===== src/rtl/ym3438_slot_counter_pkg.sv =====
// Shared definitions for the time-multiplexed slot counter: default
// geometry and the helper that sizes the slot index.
package ym3438_slot_counter_pkg;

  localparam int DEF_DATA_WIDTH = 8;
  localparam int DEF_SLOTS      = 24;
  localparam int DEF_STEP_WIDTH = 1;

  // Width of an index able to name every slot; never narrower than one bit.
  function automatic int slot_bits(input int slots);
    int b;
    b = 0;
    while ((1 << b) < slots) b++;
    return (b < 1) ? 1 : b;
  endfunction

endpackage


===== src/rtl/ym3438_slot_counter_if.sv =====
// Bus bundle between a controller (master) and the slot counter (slave).
//
// Strobe semantics: there is no valid/ready pair. c1 and c2 are single-cycle
// phase enables sampled on the rising master clock. c1 captures the next head
// value (and steps the debug shifter); c2 rotates the ring one slot. The
// remaining inputs are only meaningful in a cycle where c1 is high; outputs
// describe the slot currently at the head and are valid every cycle after
// the first reset.
interface ym3438_slot_counter_if
  import ym3438_slot_counter_pkg::*;
#(
  parameter int DATA_WIDTH = DEF_DATA_WIDTH,
  parameter int STEP_WIDTH = DEF_STEP_WIDTH,
  parameter int SLOT_BITS  = slot_bits(DEF_SLOTS)
);
  logic                  c1;
  logic                  c2;
  logic [STEP_WIDTH-1:0] inc;
  logic                  clr;
  logic                  load;
  logic [DATA_WIDTH-1:0] load_val;
  logic                  dbg_load;
  logic                  dbg_in;
  logic [DATA_WIDTH-1:0] val;
  logic                  c_out;
  logic [SLOT_BITS-1:0]  slot;
  logic                  sync;
  logic                  dbg_out;

  modport master (
    output c1, c2, inc, clr, load, load_val, dbg_load, dbg_in,
    input  val, c_out, slot, sync, dbg_out
  );

  modport slave (
    input  c1, c2, inc, clr, load, load_val, dbg_load, dbg_in,
    output val, c_out, slot, sync, dbg_out
  );
endinterface


===== src/rtl/ym3438_slot_ring.sv =====
// Two-phase per-slot storage: a stage latch v1 written on c1 followed by a
// SLOTS-deep circular shift ring advanced on c2. Only the last ring stage
// (the head) is visible, so a single datapath can serve every slot.
module ym3438_slot_ring #(
  parameter int DATA_WIDTH = 8,
  parameter int SLOTS      = 24
) (
  input  logic                  MCLK,
  input  logic                  reset,
  input  logic                  c1,
  input  logic                  c2,
  input  logic [DATA_WIDTH-1:0] data_in,
  output logic [DATA_WIDTH-1:0] head
);

  logic [DATA_WIDTH-1:0] v1_q;
  logic [DATA_WIDTH-1:0] ring_q [SLOTS];

  // Stage latch captures on c1; ring shifts on c2 using the old v1, so an
  // overlapping c1/c2 inserts the previous stage value.
  always_ff @(posedge MCLK) begin
    if (reset) begin
      v1_q <= '0;
      for (int i = 0; i < SLOTS; i++) ring_q[i] <= '0;
    end else begin
      if (c1) v1_q <= data_in;
      if (c2) begin
        ring_q[0] <= v1_q;
        for (int i = 1; i < SLOTS; i++) ring_q[i] <= ring_q[i-1];
      end
    end
  end

  assign head = ring_q[SLOTS-1];

endmodule


===== src/rtl/ym3438_slot_counter.sv =====
// Bank of SLOTS counters sharing one adder: the head slot of a rotating
// ring is stepped/loaded/cleared on c1 and the ring turns on c2. Also keeps
// a slot index with a sync flag and a serial debug read-out shifter.
module ym3438_slot_counter
  import ym3438_slot_counter_pkg::*;
#(
  parameter int DATA_WIDTH = DEF_DATA_WIDTH,
  parameter int SLOTS      = DEF_SLOTS,
  parameter int STEP_WIDTH = DEF_STEP_WIDTH,
  parameter int SATURATE   = 0
) (
  input logic                  MCLK,
  input logic                  reset,
  ym3438_slot_counter_if.slave bus
);

  localparam int SLOT_BITS = slot_bits(SLOTS);
  localparam logic [SLOT_BITS-1:0] LAST_SLOT = SLOT_BITS'(SLOTS - 1);

  logic [DATA_WIDTH-1:0] head;
  logic [DATA_WIDTH-1:0] base;
  logic [DATA_WIDTH:0]   sum;
  logic [DATA_WIDTH-1:0] res;
  logic [DATA_WIDTH-1:0] nxt_d;
  logic [DATA_WIDTH-1:0] chain;
  logic [DATA_WIDTH-1:0] dbg_d;
  logic [DATA_WIDTH-1:0] dbg_q;
  logic [SLOT_BITS-1:0]  slot_d;
  logic [SLOT_BITS-1:0]  slot_q;

  ym3438_slot_ring #(
    .DATA_WIDTH (DATA_WIDTH),
    .SLOTS      (SLOTS)
  ) u_ring (
    .MCLK    (MCLK),
    .reset   (reset),
    .c1      (bus.c1),
    .c2      (bus.c2),
    .data_in (nxt_d),
    .head    (head)
  );

  // Shared adder: load replaces the head, clear wins over everything but the
  // carry still reports the addition that would have happened.
  always_comb begin
    base  = bus.load ? bus.load_val : head;
    sum   = {1'b0, base} + {{(DATA_WIDTH + 1 - STEP_WIDTH){1'b0}}, bus.inc};
    res   = ((SATURATE != 0) && sum[DATA_WIDTH]) ? '1 : sum[DATA_WIDTH-1:0];
    nxt_d = bus.clr ? '0 : res;
  end

  // Serial chain term: shifter contents moved up one bit with dbg_in entering
  // at the bottom; a one-bit shifter simply takes dbg_in.
  generate
    if (DATA_WIDTH == 1) begin : g_chain_1
      assign chain = bus.dbg_in;
    end else begin : g_chain_n
      assign chain = {dbg_q[DATA_WIDTH-2:0], bus.dbg_in};
    end
  endgenerate

  // Debug shifter next value: optional OR-merge of the head into the chain.
  always_comb begin
    dbg_d = bus.dbg_load ? (head | chain) : chain;
  end

  // Slot index follows c2 with an explicit wrap so non-power-of-two banks work.
  always_comb begin
    slot_d = (slot_q == LAST_SLOT) ? '0 : slot_q + SLOT_BITS'(1);
  end

  // Debug shifter steps on c1, slot index on c2; reset overrides both.
  always_ff @(posedge MCLK) begin
    if (reset) begin
      dbg_q  <= '0;
      slot_q <= '0;
    end else begin
      if (bus.c1) dbg_q  <= dbg_d;
      if (bus.c2) slot_q <= slot_d;
    end
  end

  assign bus.val     = head;
  assign bus.c_out   = sum[DATA_WIDTH];
  assign bus.slot    = slot_q;
  assign bus.sync    = (slot_q == '0);
  assign bus.dbg_out = dbg_q[DATA_WIDTH-1];

endmodule


===== src/flat_wrapper.sv =====
// flat-port wrapper written by rule: the top's interface ports become plain ports
module ym3438_slot_counter_flat import ym3438_slot_counter_pkg::*;
#(
  parameter int DATA_WIDTH = DEF_DATA_WIDTH,
  parameter int SLOTS      = DEF_SLOTS,
  parameter int STEP_WIDTH = DEF_STEP_WIDTH,
  parameter int SATURATE   = 0
)
  (MCLK, reset, bus_c1, bus_c2, bus_inc, bus_clr, bus_load, bus_load_val, bus_dbg_load, bus_dbg_in, bus_val, bus_c_out, bus_slot, bus_sync, bus_dbg_out);
  ym3438_slot_counter_if #(.DATA_WIDTH(DATA_WIDTH), .STEP_WIDTH(STEP_WIDTH), .SLOT_BITS((2))) bus_i ();
  input logic MCLK;
  input logic reset;
  input wire logic [$bits(bus_i.c1)-1:0] bus_c1;
  input wire logic [$bits(bus_i.c2)-1:0] bus_c2;
  input wire logic [$bits(bus_i.inc)-1:0] bus_inc;
  input wire logic [$bits(bus_i.clr)-1:0] bus_clr;
  input wire logic [$bits(bus_i.load)-1:0] bus_load;
  input wire logic [$bits(bus_i.load_val)-1:0] bus_load_val;
  input wire logic [$bits(bus_i.dbg_load)-1:0] bus_dbg_load;
  input wire logic [$bits(bus_i.dbg_in)-1:0] bus_dbg_in;
  output wire logic [$bits(bus_i.val)-1:0] bus_val;
  output wire logic [$bits(bus_i.c_out)-1:0] bus_c_out;
  output wire logic [$bits(bus_i.slot)-1:0] bus_slot;
  output wire logic [$bits(bus_i.sync)-1:0] bus_sync;
  output wire logic [$bits(bus_i.dbg_out)-1:0] bus_dbg_out;
  assign bus_i.c1 = bus_c1;
  assign bus_i.c2 = bus_c2;
  assign bus_i.inc = bus_inc;
  assign bus_i.clr = bus_clr;
  assign bus_i.load = bus_load;
  assign bus_i.load_val = bus_load_val;
  assign bus_i.dbg_load = bus_dbg_load;
  assign bus_i.dbg_in = bus_dbg_in;
  assign bus_val = bus_i.val;
  assign bus_c_out = bus_i.c_out;
  assign bus_slot = bus_i.slot;
  assign bus_sync = bus_i.sync;
  assign bus_dbg_out = bus_i.dbg_out;
  ym3438_slot_counter #(.DATA_WIDTH(DATA_WIDTH), .SLOTS(SLOTS), .STEP_WIDTH(STEP_WIDTH), .SATURATE(SATURATE)) u_core (.MCLK(MCLK), .reset(reset), .bus(bus_i));
endmodule

===== config.mk =====
export PLATFORM = sky130hd
export DESIGN_NAME = ym3438_slot_counter_flat
export DESIGN_NICKNAME = d
export VERILOG_FILES = /design/src/rtl/ym3438_slot_counter_pkg.sv /design/src/rtl/ym3438_slot_counter_if.sv /design/src/rtl/ym3438_slot_ring.sv /design/src/rtl/ym3438_slot_counter.sv /design/src/flat_wrapper.sv
export SDC_FILE = /design/constraint.sdc
export NUM_CORES = 1
export LEC_CHECK = 0
export CORE_ASPECT_RATIO = 1.75
export CORE_UTILIZATION = 65
export DETAILED_ROUTE_END_ITERATION = 12
export PLACE_DENSITY = 0.81
export RECOVER_POWER = 50
export SLEW_MARGIN = 20
export SYNTH_ARGS = -nofsm -noshare
export SYNTH_HDL_FRONTEND = slang
export SYNTH_SLANG_ARGS = --single-unit

===== constraint.sdc =====
create_clock -name MCLK -period 7.3 [get_ports MCLK]
set_input_delay 2.19 -clock MCLK [delete_from_list [all_inputs] [get_ports MCLK]]
set_output_delay 2.19 -clock MCLK [all_outputs]
set_load 0.02 [all_outputs]

==> flow_metrics.py <==
metrics = {
    "power_and_ir_drop": {
        "swShare": 0.2015,
        "clkPwrFrac": 0.379,
        "power_density_nw_per_um2": 272.7,
        "switchingPower_uw": 504.3,
        "irDropWorstVdd_mv": 0.2267,
        "p_comb_frac": 0.048,
        "p_int_uw": 1999,
        "p_leak_uw": 0.003458,
        "pwr-share-seq": 0.573,
    },
    "timing": {
        "slew_violations": 166,
        "post-route-period-util": 0.9112,
        "clock_skew_ns": 0.01265,
        "setup_viol": 0,
        "finalSetupTns_ns": 0,
        "setup_ws_ns": 0.6486,
        "slew_headroom": -0.9846,
        "fin_hold_ws_ns": 0.4894,
        "tightest_slew_ns": 2.977,
        "hold_viol_final": 0,
        "period_needed_ns": 6.651,
        "rsz0062_at_grt": "no",
        "clock.fmax_mhz": 150.3,
    },
    "synthesis": {
        "yosys.area.top_type_share": 0.6992,
        "ys_top_cells_by_area": "edfxtp_1, and2_1, dfxtp_1",
        "mappedNetlistNets": 558,
        "syn-cell-area_um2": 8245,
        "synth_edf_count": 192,
        "synth-compound-area-share": 0.02747,
        "async_flop_share": 0,
        "synth_seq_cells": 213,
        "synth_top_family_by_area": "simple AND/OR/NAND/NOR gates",
        "synthCells": 537,
        "synth_xor_area_frac": 0.007436,
        "synth_flop_cell": "edfxtp_1",
        "yosysWarnings": 0,
        "yosys.area_share.simple": 0.1707,
        "synth.distinct_cells": 36,
        "ys_seq_area_frac": 0.7502,
        "syn_area_per_cell_um2": 15.35,
        "muxShareOfSynthArea": 0.01244,
        "synth_area_leader_cell": "edfxtp_1",
        "synthAdderAreaFrac": 0.006070,
    },
    "finish": {
        "drive_above_1_share": 0.06560,
        "synthToLayoutAreaGrowth_pct": 11.34,
        "n_antenna_cell": 0,
        "nets": 575,
    },
    "clock_network": {
        "cts_tree": "built",
        "cts_sinks": 213,
        "cts_setup_buffers": 0,
        "clk_latency_ns": 0.48,
        "cts_buffers": 19,
        "clkTransAtPathRegs_ns": 0.07,
        "cts_resized": 0,
        "ctsHoldBuffers": 0,
        "h-tree-depth": 1,
        "clk_path_buf_depth": 3,
        "cts_root_buf": "clkbuf_16",
    },
    "detailed_routing": {
        "drc": 0,
        "vias_per_cell": 5.439,
        "wl_met1_um": 5449,
        "routed_wirelength_um": 12060,
        "dr.pass1.iters": 4,
        "top_layer": "met4",
        "wl_met2_um": 5953,
        "vias": 3981,
        "wl_per_cell_um": 16.47,
        "met3WireLength_um": 470,
        "ant_nets": 0,
        "drt-initial-drc-count": 336,
    },
    "placed_design": {
        "dp_hpwl_um": 6615,
        "place_ws_ns": 0.6681,
        "place.gp.congestion": 0.7234,
        "io_buffers": 29,
    },
    "setup_path": {
        "cp.arrival_ns": 4.46,
        "endpoint_kind": "output pin",
        "critPathLaunchType": "input port",
        "critPathKind": "in -> out",
        "ff2ff_setup_slack_ns": 5.54,
        "cp.required_ns": 5.11,
        "worstPathMaxFanout": 13,
    },
    "global_routing": {
        "antenna_found_initial": 0,
        "grt.total_usage": 0.1941,
        "grt_pass1_vias": 3858,
        "grt_pass1_wl_um": 19520,
        "grt_overflow_total": 0,
        "grt_max_degree": 111,
    },
    "die": {
        "ios": 30,
        "die_y_um": 151.0,
        "die-area_um2": 13160,
        "core-area_um2": 12430,
        "rows": 54,
        "start_util": 0.6632,
        "die_x_um": 87.14,
    },
    "flow_run": {
        "maxCapViolations": 3,
    },
    "outcome": {
        "outcome": "finished with violations",
        "violations": "capacitance limit, slew limit",
    },
    "hold_path": {
        "hold_class": "reg -> reg",
    },
}
==> power groups by stage <==
| stage | sequential, uW | combinational, uW | clock, uW |
|---|---|---|---|
| 2_1_floorplan | 1450 | 88.7 | 0 |
| 3_3_place_gp | 1460 | 119 | 0 |
| 3_5_place_dp | 1460 | 123 | 0 |
| 4_1_cts | 1430 | 125 | 971 |
| 5_1_grt | 1440 | 134 | 1010 |
| 6_report | 1430 | 120 | 948 |
==> final cells by class <==
cell class / instances / area [um^2]
clock buffer: 23 / 520.5
inverter: 5 / 18.77
fill: 763 / 3252
tap: 168 / 210.2
clock inverter: 8 / 66.31
timing repair buffer: 34 / 330.3
sequential: 213 / 6186
multi-input combinational: 281 / 1848
==> synth_stat cells (all sizes together) (6+ instances only) <==
cell / instances
a211oi: 9
a21oi: 11
xnor2: 6
buf: 16
and2: 144
nor2b: 49
clkbuf: 22
nor2: 19
edfxtp: 192
mux2i: 8
dfxtp: 21
==> worst paths after layout <==
check,start,end,depth (start not counted)
setup / recovery,bus_load,bus_c_out,8
setup reg to reg,u_core.u_ring.ring_q[2][56],u_core.u_ring.v1_q[6],7
hold / removal,u_core.dbg_q[0],u_core.dbg_q[0],2
hold reg to reg,u_core.dbg_q[0],u_core.dbg_q[0],2
==> through the flow <==
stage | total power, uW | instances | utilization | instance area (um^2)
2_1_floorplan | 1540 | 537 | - | 8245
3_3_place_gp | 1576 | 701 | 0.6924 | 8608
3_5_place_dp | 1582 | 701 | 0.6924 | 8608
4_1_cts | 2530 | 732 | 0.7396 | 9195
5_1_grt | 2585 | 732 | 0.7384 | 9180
6_report | 2503 | 732 | 0.7384 | 9180
==> routing by layer <==
layer | vias up | global-route usage
met4 | 0 | 0.06475
met3 | 19 | 0.03488
met1 | 1990 | 0.2846
met5 | - | 0
met2 | 77 | 0.2988
li1 | 1895 | -
==> kinds of logic (layout without fill, tap and decap cells) <==
group,count (synthesis),after routing
AOI/OAI and AO/OA,31,31
xor gates and xnor gates,7,7
buffers and inverters,43,70
muxes,10,10
DFF,213,213
and+or+nand+nor,229,229
adders and majority gates,4,4
==> critical path: stages <==
cell and delay (ns):
clkdlybuf4s50_1 0.48, buf_4 0.22, mux2_2 0.18, ha_1 0.17, inv_1 0.08, a211oi_2 0.25, nor3b_1 0.24, clkdlybuf4s50_1 0.64
==> sequential cells by signal, indices dropped and copies added, names as in the netlist <==
register and count:
u_core.dbg_q 8, u_core.slot_q 5, u_core.u_ring.ring_q 192, u_core.u_ring.v1_q 8
==> cells in the final DEF, fill, tap and decap left out, drive strengths merged, types with 3 or more instances in the layout <==
cell           count
mux2i              8
clkinv             5
nor2              19
dlygate4sd3       13
buf                4
xnor2              6
inv                6
nand4              3
a21oi             11
a211oi             9
a22o               5
nand2              3
and2             144
ha                 4
edfxtp           192
clkbuf            25
nor3               3
clkdlybuf4s50     15
dfxtp             21
a22oi              3
nor2b             49
Power figures use the tool's default switching activity.
